$ cat config.mk
export PLATFORM = sky130hd
export DESIGN_NAME = accum_master_arbiter
export DESIGN_NICKNAME = d
export VERILOG_FILES = /design/src/rtl/accum_pkg.sv /design/src/rtl/accum_rr_arbiter.sv /design/src/rtl/accum_master_arbiter.sv
export SDC_FILE = /design/constraint.sdc
export NUM_CORES = 1
export LEC_CHECK = 0
export ABC_AREA = 1
export CAP_MARGIN = 20
export CORE_AREA = 2 2 540 542
export CTS_CLUSTER_DIAMETER = 150
export CTS_CLUSTER_SIZE = 14
export DETAILED_ROUTE_END_ITERATION = 8
export DIE_AREA = 0 0 542 544
export GPL_TIMING_DRIVEN = 0
export PLACE_DENSITY = 0.3
export SLEW_MARGIN = 20
export SYNTH_ARGS = -nofsm -noshare
export SYNTH_HDL_FRONTEND = slang
export SYNTH_SLANG_ARGS = --single-unit
$ cat constraint.sdc
create_clock -name clk -period 2.8 [get_ports clk]
set_clock_uncertainty 0.1 [all_clocks]
set_input_delay 0.56 -clock clk [delete_from_list [all_inputs] [get_ports clk]]
set_output_delay 0.56 -clock clk [all_outputs]
set_load 0.05 [all_outputs]
$ cat src/rtl/accum_pkg.sv
// ============================================================================
// Package     : accum_pkg
// Description : Shared types and default sizing for the accumulator master
//               arbiter: requester index type, per-channel arbiter state
//               encoding and owner-FIFO pointer/count widths.
// Revision    : 1.0 - initial release
// ============================================================================
`default_nettype none

package accum_pkg;

    // Default configuration of the master arbiter
    localparam int unsigned ACC_NUM_REQ         = 2;
    localparam int unsigned ACC_MAX_OUTSTANDING = 4;

    // Requester index width (at least one bit, even for degenerate sizes)
    localparam int unsigned REQ_IDX_W = (ACC_NUM_REQ > 1) ? $clog2(ACC_NUM_REQ) : 1;
    typedef logic [REQ_IDX_W-1:0] req_idx_t;

    // Per-channel arbitration state, explicit one-bit encoding
    typedef enum logic [0:0] {
        ARB_IDLE = 1'b0,
        ARB_LOCK = 1'b1
    } arb_state_e;

    // Owner FIFO pointers wrap naturally (depth is a power of two); the
    // count needs one extra bit to represent "full"
    localparam int unsigned OWN_PTR_W = (ACC_MAX_OUTSTANDING > 1) ? $clog2(ACC_MAX_OUTSTANDING) : 1;
    localparam int unsigned OWN_CNT_W = OWN_PTR_W + 1;
    typedef logic [OWN_PTR_W-1:0] own_ptr_t;
    typedef logic [OWN_CNT_W-1:0] own_cnt_t;

endpackage : accum_pkg

`default_nettype wire

$ cat src/rtl/accum_rr_arbiter.sv
// ============================================================================
// Module      : accum_rr_arbiter
// Description : Round-robin arbiter for one channel. In IDLE the grant is
//               the first valid requester at/after the RR pointer (zero
//               latency). If the granted request does not fire, the grant
//               is locked until it does. On fire the pointer moves to
//               grant+1. Optional checks under ACCUM_ARB_ERR_CHECK_EN.
// Revision    : 1.0 - initial release
// ============================================================================
`default_nettype none

module accum_rr_arbiter
    import accum_pkg::*;
#(
    parameter int unsigned NUM_REQ = 2,
    parameter int unsigned IDX_W   = (NUM_REQ > 1) ? $clog2(NUM_REQ) : 1
) (
    input  logic               clk,
    input  logic               rst,
    input  logic [NUM_REQ-1:0] req_valid_i,
    input  logic               fire_i,
    output logic [IDX_W-1:0]   grant_o,
    output logic               valid_o
);

    arb_state_e       state_q, state_d;
    logic [IDX_W-1:0] grant_q, grant_d;
    logic [IDX_W-1:0] ptr_q,   ptr_d;

    logic [IDX_W-1:0] w_pick;
    logic             w_any;
    logic [IDX_W:0]   w_sum;

    // Pointer advance with wrap at NUM_REQ (which need not be a power of 2)
    function automatic logic [IDX_W-1:0] f_next(input logic [IDX_W-1:0] g);
        return (g == IDX_W'(NUM_REQ - 1)) ? '0 : g + IDX_W'(1);
    endfunction

    // Search for the first valid requester starting at the RR pointer
    always_comb begin
        w_any  = 1'b0;
        w_pick = ptr_q;
        w_sum  = '0;
        for (int i = 0; i < NUM_REQ; i++) begin
            w_sum = {1'b0, ptr_q} + (IDX_W+1)'(i);
            if (w_sum >= (IDX_W+1)'(NUM_REQ)) begin
                w_sum = w_sum - (IDX_W+1)'(NUM_REQ);
            end
            if (!w_any && req_valid_i[w_sum[IDX_W-1:0]]) begin
                w_any  = 1'b1;
                w_pick = w_sum[IDX_W-1:0];
            end
        end
    end

    // A locked grant must not move until its request fires
    assign grant_o = (state_q == ARB_LOCK) ? grant_q : w_pick;
    assign valid_o = (state_q == ARB_LOCK) ? req_valid_i[grant_q] : w_any;

    // IDLE/LOCK next-state, grant capture and pointer update
    always_comb begin
        state_d = state_q;
        grant_d = grant_q;
        ptr_d   = ptr_q;
        case (state_q)
            ARB_IDLE: begin
                if (w_any) begin
                    if (fire_i) begin
                        ptr_d = f_next(w_pick);
                    end else begin
                        state_d = ARB_LOCK;
                        grant_d = w_pick;
                    end
                end
            end
            ARB_LOCK: begin
                if (fire_i) begin
                    state_d = ARB_IDLE;
                    ptr_d   = f_next(grant_q);
                end
            end
            default: state_d = ARB_IDLE;
        endcase
    end

    // State registers, cleared to IDLE with the pointer at requester 0
    always_ff @(posedge clk or posedge rst) begin
        if (rst) begin
            state_q <= ARB_IDLE;
            grant_q <= '0;
            ptr_q   <= '0;
        end else begin
            state_q <= state_d;
            grant_q <= grant_d;
            ptr_q   <= ptr_d;
        end
    end

`ifdef ACCUM_ARB_ERR_CHECK_EN
`ifndef SYNTHESIS
    // A requester holding a locked grant must keep its valid up until fire
    a_no_withdraw : assert property (@(posedge clk) disable iff (rst)
        (state_q == ARB_LOCK) |-> req_valid_i[grant_q]);
`endif
`endif

endmodule : accum_rr_arbiter

`default_nettype wire

$ cat src/rtl/accum_master_arbiter.sv
// ============================================================================
// Module      : accum_master_arbiter
// Description : Shares the router master port among NUM_REQ requesters with
//               independent round-robin write and read arbitration. An
//               inline owner FIFO records which requester issued each read
//               and steers returning rdata/rvalid back to it.
//               Build option ACCUM_ARB_ERR_CHECK_EN: enables the sticky
//               err_rvalid flag and simulation assertions; undefined ties
//               err_rvalid to 0.
// Revision    : 1.0 - initial release
// ============================================================================
`default_nettype none

module accum_master_arbiter
    import accum_pkg::*;
#(
    parameter int unsigned NUM_REQ         = ACC_NUM_REQ,
    parameter int unsigned NUM_BANKS       = 4,
    parameter int unsigned DATA_WIDTH      = 64,
    parameter int unsigned ZONE_WIDTH      = 2,
    parameter int unsigned ADDR_WIDTH      = 8,
    parameter int unsigned MAX_OUTSTANDING = ACC_MAX_OUTSTANDING
) (
    input  logic                                           clk,
    input  logic                                           rst,
    // requester write side
    input  logic [NUM_REQ-1:0]                             r_wr_valid,
    output logic [NUM_REQ-1:0]                             r_wr_ready,
    input  logic [NUM_REQ-1:0][ZONE_WIDTH-1:0]             r_wr_zone_id,
    input  logic [NUM_REQ-1:0]                             r_accum_en,
    input  logic [NUM_REQ-1:0][NUM_BANKS-1:0]              r_wr_mask,
    input  logic [NUM_REQ-1:0][ADDR_WIDTH-1:0]             r_wr_addr,
    input  logic [NUM_REQ-1:0][NUM_BANKS*DATA_WIDTH-1:0]   r_wdata,
    // requester read side
    input  logic [NUM_REQ-1:0]                             r_rd_valid,
    output logic [NUM_REQ-1:0]                             r_rd_ready,
    input  logic [NUM_REQ-1:0][ZONE_WIDTH-1:0]             r_rd_zone_id,
    input  logic [NUM_REQ-1:0][NUM_BANKS-1:0]              r_rd_mask,
    input  logic [NUM_REQ-1:0][ADDR_WIDTH-1:0]             r_rd_addr,
    output logic [NUM_REQ-1:0]                             r_rvalid,
    output logic [NUM_BANKS*DATA_WIDTH-1:0]                r_rdata,
    // router write port
    output logic                                           m_wr_valid,
    output logic                                           m_wvalid,
    input  logic                                           m_wr_ready,
    input  logic                                           m_wready,
    output logic [ZONE_WIDTH-1:0]                          m_wr_zone_id,
    output logic                                           m_accum_en,
    output logic [NUM_BANKS-1:0]                           m_wr_mask,
    output logic [ADDR_WIDTH-1:0]                          m_wr_addr,
    output logic [NUM_BANKS*DATA_WIDTH-1:0]                m_wdata,
    // router read port
    output logic                                           m_rd_valid,
    input  logic                                           m_rd_ready,
    output logic [ZONE_WIDTH-1:0]                          m_rd_zone_id,
    output logic [NUM_BANKS-1:0]                           m_rd_mask,
    output logic [ADDR_WIDTH-1:0]                          m_rd_addr,
    input  logic                                           m_rvalid,
    input  logic [NUM_BANKS*DATA_WIDTH-1:0]                m_rdata,
    // status
    output logic                                           err_rvalid
);

    localparam int unsigned IDX_W = (NUM_REQ > 1) ? $clog2(NUM_REQ) : 1;
    localparam int unsigned PTR_W = (MAX_OUTSTANDING > 1) ? $clog2(MAX_OUTSTANDING) : 1;
    localparam int unsigned CNT_W = PTR_W + 1;

    // ------------------------------------------------------------------
    // Write channel
    // ------------------------------------------------------------------
    logic [IDX_W-1:0] w_wr_grant;
    logic             w_wr_arb_valid;
    logic             w_wr_fire;

    accum_rr_arbiter #(
        .NUM_REQ (NUM_REQ),
        .IDX_W   (IDX_W)
    ) u_wr_arb (
        .clk         (clk),
        .rst         (rst),
        .req_valid_i (r_wr_valid),
        .fire_i      (w_wr_fire),
        .grant_o     (w_wr_grant),
        .valid_o     (w_wr_arb_valid)
    );

    // The arbiter grants combinationally, so hold the port quiet in reset
    assign m_wr_valid   = w_wr_arb_valid & ~rst;
    assign m_wvalid     = m_wr_valid;
    assign w_wr_fire    = m_wr_valid & m_wr_ready & m_wready;

    assign m_wr_zone_id = r_wr_zone_id[w_wr_grant];
    assign m_accum_en   = r_accum_en[w_wr_grant];
    assign m_wr_mask    = r_wr_mask[w_wr_grant];
    assign m_wr_addr    = r_wr_addr[w_wr_grant];
    assign m_wdata      = r_wdata[w_wr_grant];

    // Acknowledge only the requester whose write fired
    always_comb begin
        r_wr_ready = '0;
        if (w_wr_fire) begin
            r_wr_ready[w_wr_grant] = 1'b1;
        end
    end

    // ------------------------------------------------------------------
    // Read channel
    // ------------------------------------------------------------------
    logic [IDX_W-1:0] w_rd_grant;
    logic             w_rd_arb_valid;
    logic             w_rd_fire;
    logic [NUM_REQ-1:0] w_rd_req;

    logic [IDX_W-1:0] owner_q [MAX_OUTSTANDING];
    logic [PTR_W-1:0] wr_ptr_q, wr_ptr_d;
    logic [PTR_W-1:0] rd_ptr_q, rd_ptr_d;
    logic [CNT_W-1:0] cnt_q,    cnt_d;
    logic             w_full;
    logic             w_empty;
    logic             w_push;
    logic             w_pop;

    assign w_full  = (cnt_q == CNT_W'(MAX_OUTSTANDING));
    assign w_empty = (cnt_q == '0);

    // Hide requests from the arbiter when no owner slot is free, so a full
    // FIFO never leaves the read channel locked on a request it cannot send
    assign w_rd_req = r_rd_valid & {NUM_REQ{~w_full}};

    accum_rr_arbiter #(
        .NUM_REQ (NUM_REQ),
        .IDX_W   (IDX_W)
    ) u_rd_arb (
        .clk         (clk),
        .rst         (rst),
        .req_valid_i (w_rd_req),
        .fire_i      (w_rd_fire),
        .grant_o     (w_rd_grant),
        .valid_o     (w_rd_arb_valid)
    );

    // Full gating uses the registered count: a same-cycle pop does not help
    assign m_rd_valid   = w_rd_arb_valid & ~w_full & ~rst;
    assign w_rd_fire    = m_rd_valid & m_rd_ready;

    assign m_rd_zone_id = r_rd_zone_id[w_rd_grant];
    assign m_rd_mask    = r_rd_mask[w_rd_grant];
    assign m_rd_addr    = r_rd_addr[w_rd_grant];

    // Acknowledge only the requester whose read fired
    always_comb begin
        r_rd_ready = '0;
        if (w_rd_fire) begin
            r_rd_ready[w_rd_grant] = 1'b1;
        end
    end

    // Returned beats with no recorded owner (incl. the first-push cycle) are dropped
    assign w_push = w_rd_fire;
    assign w_pop  = m_rvalid & ~w_empty;

    // Owner FIFO next-state: pointers wrap by overflow, count tracks occupancy
    always_comb begin
        wr_ptr_d = wr_ptr_q;
        rd_ptr_d = rd_ptr_q;
        cnt_d    = cnt_q;
        if (w_push) begin
            wr_ptr_d = wr_ptr_q + PTR_W'(1);
        end
        if (w_pop) begin
            rd_ptr_d = rd_ptr_q + PTR_W'(1);
        end
        case ({w_push, w_pop})
            2'b10:   cnt_d = cnt_q + CNT_W'(1);
            2'b01:   cnt_d = cnt_q - CNT_W'(1);
            default: cnt_d = cnt_q;
        endcase
    end

    // Owner FIFO control registers; reset forgets all in-flight reads
    always_ff @(posedge clk or posedge rst) begin
        if (rst) begin
            wr_ptr_q <= '0;
            rd_ptr_q <= '0;
            cnt_q    <= '0;
        end else begin
            wr_ptr_q <= wr_ptr_d;
            rd_ptr_q <= rd_ptr_d;
            cnt_q    <= cnt_d;
        end
    end

    // Owner storage holds payload only and is qualified by the count
    always_ff @(posedge clk) begin
        if (w_push) begin
            owner_q[wr_ptr_q] <= w_rd_grant;
        end
    end

    // Steer the returning beat to the requester at the FIFO head
    always_comb begin
        r_rvalid = '0;
        if (w_pop) begin
            r_rvalid[owner_q[rd_ptr_q]] = 1'b1;
        end
    end

    assign r_rdata = m_rdata;

    // ------------------------------------------------------------------
    // Error reporting
    // ------------------------------------------------------------------
`ifdef ACCUM_ARB_ERR_CHECK_EN
    logic err_q;

    // Sticky flag for a returned beat that had no outstanding read
    always_ff @(posedge clk or posedge rst) begin
        if (rst) begin
            err_q <= 1'b0;
        end else if (m_rvalid && w_empty) begin
            err_q <= 1'b1;
        end
    end

    assign err_rvalid = err_q;

`ifndef SYNTHESIS
    // Issue gating must never allow a push into a full owner FIFO
    a_no_overflow : assert property (@(posedge clk) disable iff (rst)
        !(w_push && w_full));
`endif
`else
    assign err_rvalid = 1'b0;
`endif

endmodule : accum_master_arbiter

`default_nettype wire

# [Word level (Yosys, flattened, before mapping)]
# Memory sizes are Yosys's and may differ from the RTL's.
# Index checks and enable logic that the tools add are counted.
[totals] ff_bits=13 latchBits=0 mem_bits_rw=4 rom_bits=0 inputBits=836 output_inout_bits=551 memories=1
[op_classes] add_sub_neg=14 multipliers=0 n_div=0 magnitude_cmp=16 n_eq_ne=9 n_shift=0 mux=74 n_bitwise=15 n_reduce_logical=13
[mem_list] name="owner_q" words=4 word_bits=1 read_ports=1 rd_clocked_by_memory_dff=0 write_ports=1 line="accum_master_arbiter.sv:114" source="logic [IDX_W-1:0] owner_q [MAX_OUTSTANDING];"
[ops] cell="$mux W256" n=2
[ops] cell="$mux W1" n=49
[ops] cell="$mux W8" n=4
[ops] cell="$lt A1 B2 Y1 const B" n=9
[ops] cell="$mux W4" n=4
[ops] cell="$mux W2" n=7
[ops] cell="$reduce_and A3 Y1" n=4
[ops] cell="$ne A2 B1 Y1 const B" n=4
[ops] cell="$pmux W1 S2" n=4
[ops] cell="$and A1 B1 Y1" n=7
[ops] cell="$not A1 Y1" n=7
[ops] cell="$pmux W3 S2" n=1
[ops] cell="$logic_and A1 B1 Y1" n=5
[ops] cell="$add A1 B1 Y1 const B" n=4
[ops] cell="$add A1 B1 Y2 const B" n=2
[ops] cell="$add A2 B1 Y2 const B" n=2
[ops] cell="$ge A1 B2 Y1 const B" n=2
[ops] cell="$ge A2 B2 Y1 const B" n=2
[ops] cell="$ne A2 B2 Y1 const B" n=2
[ops] cell="$sub A1 B1 Y1 const B" n=4
[ops] cell="$add A3 B1 Y3 const B" n=1
[ops] cell="$demux W1 S1" n=3
[ops] cell="$eq A3 B3 Y1 const B" n=1
[ops] cell="$ge A1 B1 Y1 const B" n=3
[ops] cell="7 further kinds" n=8

# [Longest topological paths before layout]
[logic_depth] word_depth=16 mapped_depth=12

# [Modules after synthesis]
# A second synthesis with hierarchy kept.
[unflattened] hier_cells=1327 area_unflattened_um2=6615.1
[modules_own_cells] mod="accum_master_arbiter" n_inst=1 cells_each=1269 area_each_um2=6232.2 seq_area_each_um2=295.3
[modules_own_cells] mod="accum_rr_arbiter" n_inst=2 cells_each=29 area_each_um2=191.4 seq_area_each_um2=75.1

# [Worst setup path before layout]
# No wires, ideal clock.
[synth_path] kind="in2out" start="input port r_wr_valid[0]" end="output port r_wr_ready[1]" arrival_time_ns=1.967 path_slack_ns=0.173 stages=9 path_buffers=2 cell_sequence="inv_2 -> nand2_1 -> a21oi_1 -> nand2_1 -> nand2_1 -> inv_2 -> buf_6 -> clkbuf_1 -> nor2_1"
[synth_via] elab_chain_len=12 word_cells_on_any_way=23 classes_between="order compare: 2; mux: 15; bitwise: 3; reduce/logical: 3"
[synth_lines] element="start: declaration" line="accum_master_arbiter.sv:27" source="input logic [NUM_REQ-1:0] r_wr_valid,"
[synth_lines] element="$mux W1 (implied by the code) (2 in a row)" line="accum_rr_arbiter.sv:49" source="if (!w_any && req_valid_i[w_sum[IDX_W-1:0]]) begin"
[synth_lines] element="$mux W1" line="accum_rr_arbiter.sv:49"
[synth_lines] element="$logic_not A1 Y1" line="accum_rr_arbiter.sv:49"
[synth_lines] element="$logic_and A1 B1 Y1" line="accum_rr_arbiter.sv:49"
[synth_lines] element="$mux W1" line="accum_rr_arbiter.sv:49"
[synth_lines] element="$mux W1" line="accum_rr_arbiter.sv:57" source="assign grant_o = (state_q == ARB_LOCK) ? grant_q : w_pick;"
[synth_lines] element="$lt A1 B2 Y1 (implied by the code) or $ge A1 B1 Y1 (tied branches)" line="accum_master_arbiter.sv:102" source="r_wr_ready[w_wr_grant] = 1'b1;"
[synth_lines] element="$logic_and A1 B1 Y1 (implied by the code)" line="accum_master_arbiter.sv:102"
[synth_lines] element="$mux W1 (implied by the code)" line="accum_master_arbiter.sv:102"
[synth_lines] element="$demux W1 S1" line="accum_master_arbiter.sv:102"
[synth_lines] element="$mux W2 (*)" line="accum_master_arbiter.sv:101" source="if (w_wr_fire) begin"
[synth_lines] element="end: declaration" line="accum_master_arbiter.sv:28" source="output logic [NUM_REQ-1:0] r_wr_ready,"
# Every way passes the cells marked *; elsewhere a longest branch is shown, timed or not. The select of a mux whose other input is x is not followed.

# [Final worst setup path]
[layout_path] start="register u_wr_arb.ptr_q" end="output port m_wdata[196]"
[layout_via] elab_chain_len=11 word_cells_on_any_way=19 classes_between="add/sub: 3; order compare: 2; mux: 12; reduce/logical: 2"
[layout_lines] element="start: declaration" line="accum_rr_arbiter.sv:28" source="logic [IDX_W-1:0] ptr_q, ptr_d;"
[layout_lines] element="start signal: assignment" line="accum_rr_arbiter.sv:95" source="ptr_q <= ptr_d;"
[layout_lines] element="$ge A1 B2 Y1 or $sub A1 B1 Y1 (tied branches)" line="accum_rr_arbiter.sv:46, accum_rr_arbiter.sv:47"
[layout_lines] element="$mux W1" line="accum_rr_arbiter.sv:46" source="if (w_sum >= (IDX_W+1)'(NUM_REQ)) begin"
[layout_lines] element="$mux W1 (implied by the code) (2 in a row)" line="accum_rr_arbiter.sv:49"
[layout_lines] element="$mux W1" line="accum_rr_arbiter.sv:49"
[layout_lines] element="$logic_not A1 Y1" line="accum_rr_arbiter.sv:49"
[layout_lines] element="$logic_and A1 B1 Y1" line="accum_rr_arbiter.sv:49"
[layout_lines] element="$mux W1 (*)" line="accum_rr_arbiter.sv:49"
[layout_lines] element="$mux W1 (*)" line="accum_rr_arbiter.sv:57"
[layout_lines] element="$mux W256 (implied by the code) (*) (2 in a row)" line="accum_master_arbiter.sv:96" source="assign m_wdata = r_wdata[w_wr_grant];"
[layout_lines] element="end: declaration" line="accum_master_arbiter.sv:51" source="output logic [NUM_BANKS*DATA_WIDTH-1:0] m_wdata,"
# Marked as above.

==> impl_metrics.py <==
metrics = {
    "floorplan": {
        "io_pins": 1387,
        "die-area_um2": 295000,
        "core_region_area_um2": 289000,
        "start_util": 0.0225,
        "rows": 198,
        "die_h_um": 544,
        "die_x_um": 542,
    },
    "critical_path": {
        "crit_type": "reg -> out",
        "cp_max_fo": 10,
        "cp-start-kind": "flip-flop",
        "reg2reg_depth": 12,
        "r2r-end": "cnt_q[2]",
        "r2r_slack_ns": 0.16,
        "required_ns": 2.14,
        "r2r-start": "cnt_q[0]",
        "cp-end-kind": "primary output",
        "critPathArrivalTime_ns": 2.40,
    },
    "global_routing": {
        "grt_pass1_wl_um": 256000,
        "overflow": 0,
        "grt_max_degree": 17,
        "grt_pass1_vias": 14300,
        "track_usage": 0.148,
        "antenna_found_initial": 214,
    },
    "hold_path": {
        "holdCritStartpoint": "u_wr_arb.grant_q",
        "min_delay_path_depth": 2,
        "hp-class": "reg -> reg",
        "whs_endpoint": "u_wr_arb.grant_q",
    },
    "sta": {
        "fin_tns_setup_ns": -28.95,
        "layout_setup_ws_ns": -0.256,
        "slew_headroom": 0.293,
        "rsz0062_at_grt": "yes",
        "tightest_slew_ns": 1.06,
        "period_minus_slack_ns": 3.06,
        "fin_crit_sh": 1.09,
        "setup_violations": 243,
        "drv_slew": 0,
        "hold_viol": 0,
        "fmax_mhz": 327,
    },
    "synthesis": {
        "ys_seq_elements": 17,
        "ys_top_cells_by_count": "891 x nand2_1, 259 x buf_4, 43 x buf_2, 27 x inv_1, 13 x dfrtp_1",
        "ys_seq_area_frac": 0.0683,
        "avgSynthCellArea_um2": 4.98,
        "async_flop_share": 0.765,
        "syn_area_um2": 6520,
        "synth_most_common_cell": "nand2_1",
        "ys_types": 24,
        "synth.area.top_cells": "nand2_1 51%, buf_4 30%, dfrtp_1 5.0%",
        "synth_edf_count": 4,
        "synth_cells": 1308,
        "synth_warnings": 0,
        "syn_nets": 2150,
        "synth_top_area_frac": 0.513,
        "synth_ff_type": "dfrtp_1",
        "synth.largest_area_cell": "nand2_1",
    },
    "power": {
        "total_power_mw": 29.4,
        "power_leakage_nw": 11.2,
        "peakVddDrop_mv": 0.562,
        "power_density_nw_per_um2": 1060,
    },
    "clock_network": {
        "clockBufferDepth": 2,
        "numClockSinks": 17,
        "cts_buffers": 3,
        "htree_levels": 1,
        "insertion_delay_ns": 0.27,
        "clkSlewWorstSetupHoldPaths_ns": 0.06,
        "cts_tree": "built",
        "cts-root-buf": "clkbuf_16",
    },
    "final_layout": {
        "nets": 3368,
        "area_delta_synth_final_pct": 327,
        "finish.utilization": 0.0962,
        "fillers": 33800,
        "layout-drive-gt1-share": 0.423,
        "fin_area_um2": 27800,
    },
    "place": {
        "placedInstanceArea_um2": 22400,
        "dp_hpwl_um": 216000,
        "portBuffers": 1129,
        "gp_congestion": 0.910,
    },
    "detailed_routing": {
        "drt_pre_antenna_iters": 5,
        "drt_iter0_drc": 626,
        "ant_nets": 0,
        "vias": 14300,
        "wl_per_cell_um": 35.8,
        "finalWirelength_um": 228000,
        "post-route-drc-count": 0,
        "via_per_inst": 2.25,
    },
    "flow_run": {
        "cap_violations": 0,
    },
    "run_status": {
        "status": "complete, but fails checks",
        "violations": "negative setup slack",
    },
}
-- cells in the final DEF, fill, tap and decap left out, types with 5 or more instances in the layout --
cell             Yosys  layout
buf_12               0     121
buf_16               0       6
buf_2               43      14
buf_4              259     321
buf_6               10     116
buf_8                0      91
clkbuf_16            0      18
clkbuf_4             0      11
clkdlybuf4s50_1      0     831
dfrtp_1             13      13
diode_2              0      52
ha_1                 5       5
inv_1               27      25
nand2_1            891     538
nand2_2              1     202
nand2_4              0     110
nand2_8              0      42
nand3_1              8       7
nor2_1              12      10
o21ai_0              8       8
-- routing by layer --
layer	wire length [µm]	up-vias	track usage
met4	6760	112	0.0303
met2	95900	1275	0.224
li1	-	6119	-
met1	90100	6403	0.172
met5	780	-	0
met3	34600	410	0.0970
-- timing repair --
| item | 4_1_cts | 5_1_grt |
|---|---|---|
| endpoints found under the setup margin | 297 | 290 |
| hold endpoints to repair | 0 | 0 |
| hold buffers | 0 | 0 |
| pin swaps | 35 | 39 |
| resized for setup | 2044 | 925 |
| buffers inserted | 53 | 22 |
| cloned | 11 | 2 |
-- critical path, cell delays in order, from the launching register on --
cell and delay [ns]:
dfrtp_1 0.40, nor2_1 0.14, a21oi_2 0.06, nand2_2 0.10, nand2_8 0.08, buf_12 0.15
inv_12 0.07, buf_16 0.21, buf_16 0.19, buf_12 0.17, nand2_1 0.11, nand2_2 0.16
buf_8 0.17
-- worst max-delay path by stage --
stage                               from             to  slack, ns  depth (start not counted)
after floorplan            r_wr_valid[0]  r_wr_ready[1]       0.17                          9
after global placement     r_wr_valid[0]    m_wdata[12]      -3.26                         12
after detailed placement   r_wr_valid[0]   m_wdata[199]      -2.90                         11
after CTS                  r_wr_valid[0]   m_wdata[223]      -0.50                         15
after global routing      u_wr_arb.ptr_q   m_wdata[136]      -0.34                         13
final                     u_wr_arb.ptr_q   m_wdata[196]      -0.26                         12
-- flip-flops by register name, summed over array words and instances, names as in the netlist --
signal / flops
u_rd_arb.ptr_q: 1
cnt_q: 3
u_wr_arb.state_q: 1
owner_q: 4
rd_ptr_q: 2
wr_ptr_q: 2
u_wr_arb.ptr_q: 1
u_rd_arb.grant_q: 1
u_rd_arb.state_q: 1
u_wr_arb.grant_q: 1
-- final cells by class --
cell class	count	area, µm²	share of cell area
repair buffers	1215	13700	0.493
multi-input cells	941	5700	0.205
well taps	3800	4750	0.171
plain buffers	319	2880	0.103
flip-flops and latches	17	445	0.0160
diodes	52	130	0.00468
inverters	29	128	0.00459
clock buffers	3	75.1	0.00270
clock inverters	1	5.00	0.000180
-- kinds of logic after synthesis --
| family | synth area share |
|---|---|
| buffers and inverters | 0.371 |
| AND/OR/NAND/NOR | 0.530 |
| adder cells (fa/ha/maj) | 0.0127 |
| AO/OA/AOI/OAI | 0.0125 |
| flip-flops | 0.0683 |
| XOR/XNOR | 0.00538 |
| other | 0.000575 |
-- through the flow --
| stage | cells | hold slack, ns | worst slack, ns |
|---|---|---|---|
| global placement | 6237 | 0.393 | -3.26 |
| floorplan | 1308 | 0.358 | 0.173 |
| detailed placement | 6237 | 0.388 | -2.90 |
| finish | 6377 | 0.405 | -0.256 |
| global route | 6344 | 0.433 | -0.337 |
| CTS | 6305 | 0.403 | -0.499 |
-- power breakdown --
group | internal, mW | switching (mW) | leakage, nW
Clock | 0.193 | 0.130 | 0.0412
Sequential | 0.355 | 0.0929 | 0.189
Combinational | 9.84 | 18.8 | 11.0
Total | 10.4 | 19.0 | 11.2
No activity file was read; power rests on OpenSTA's default activity.
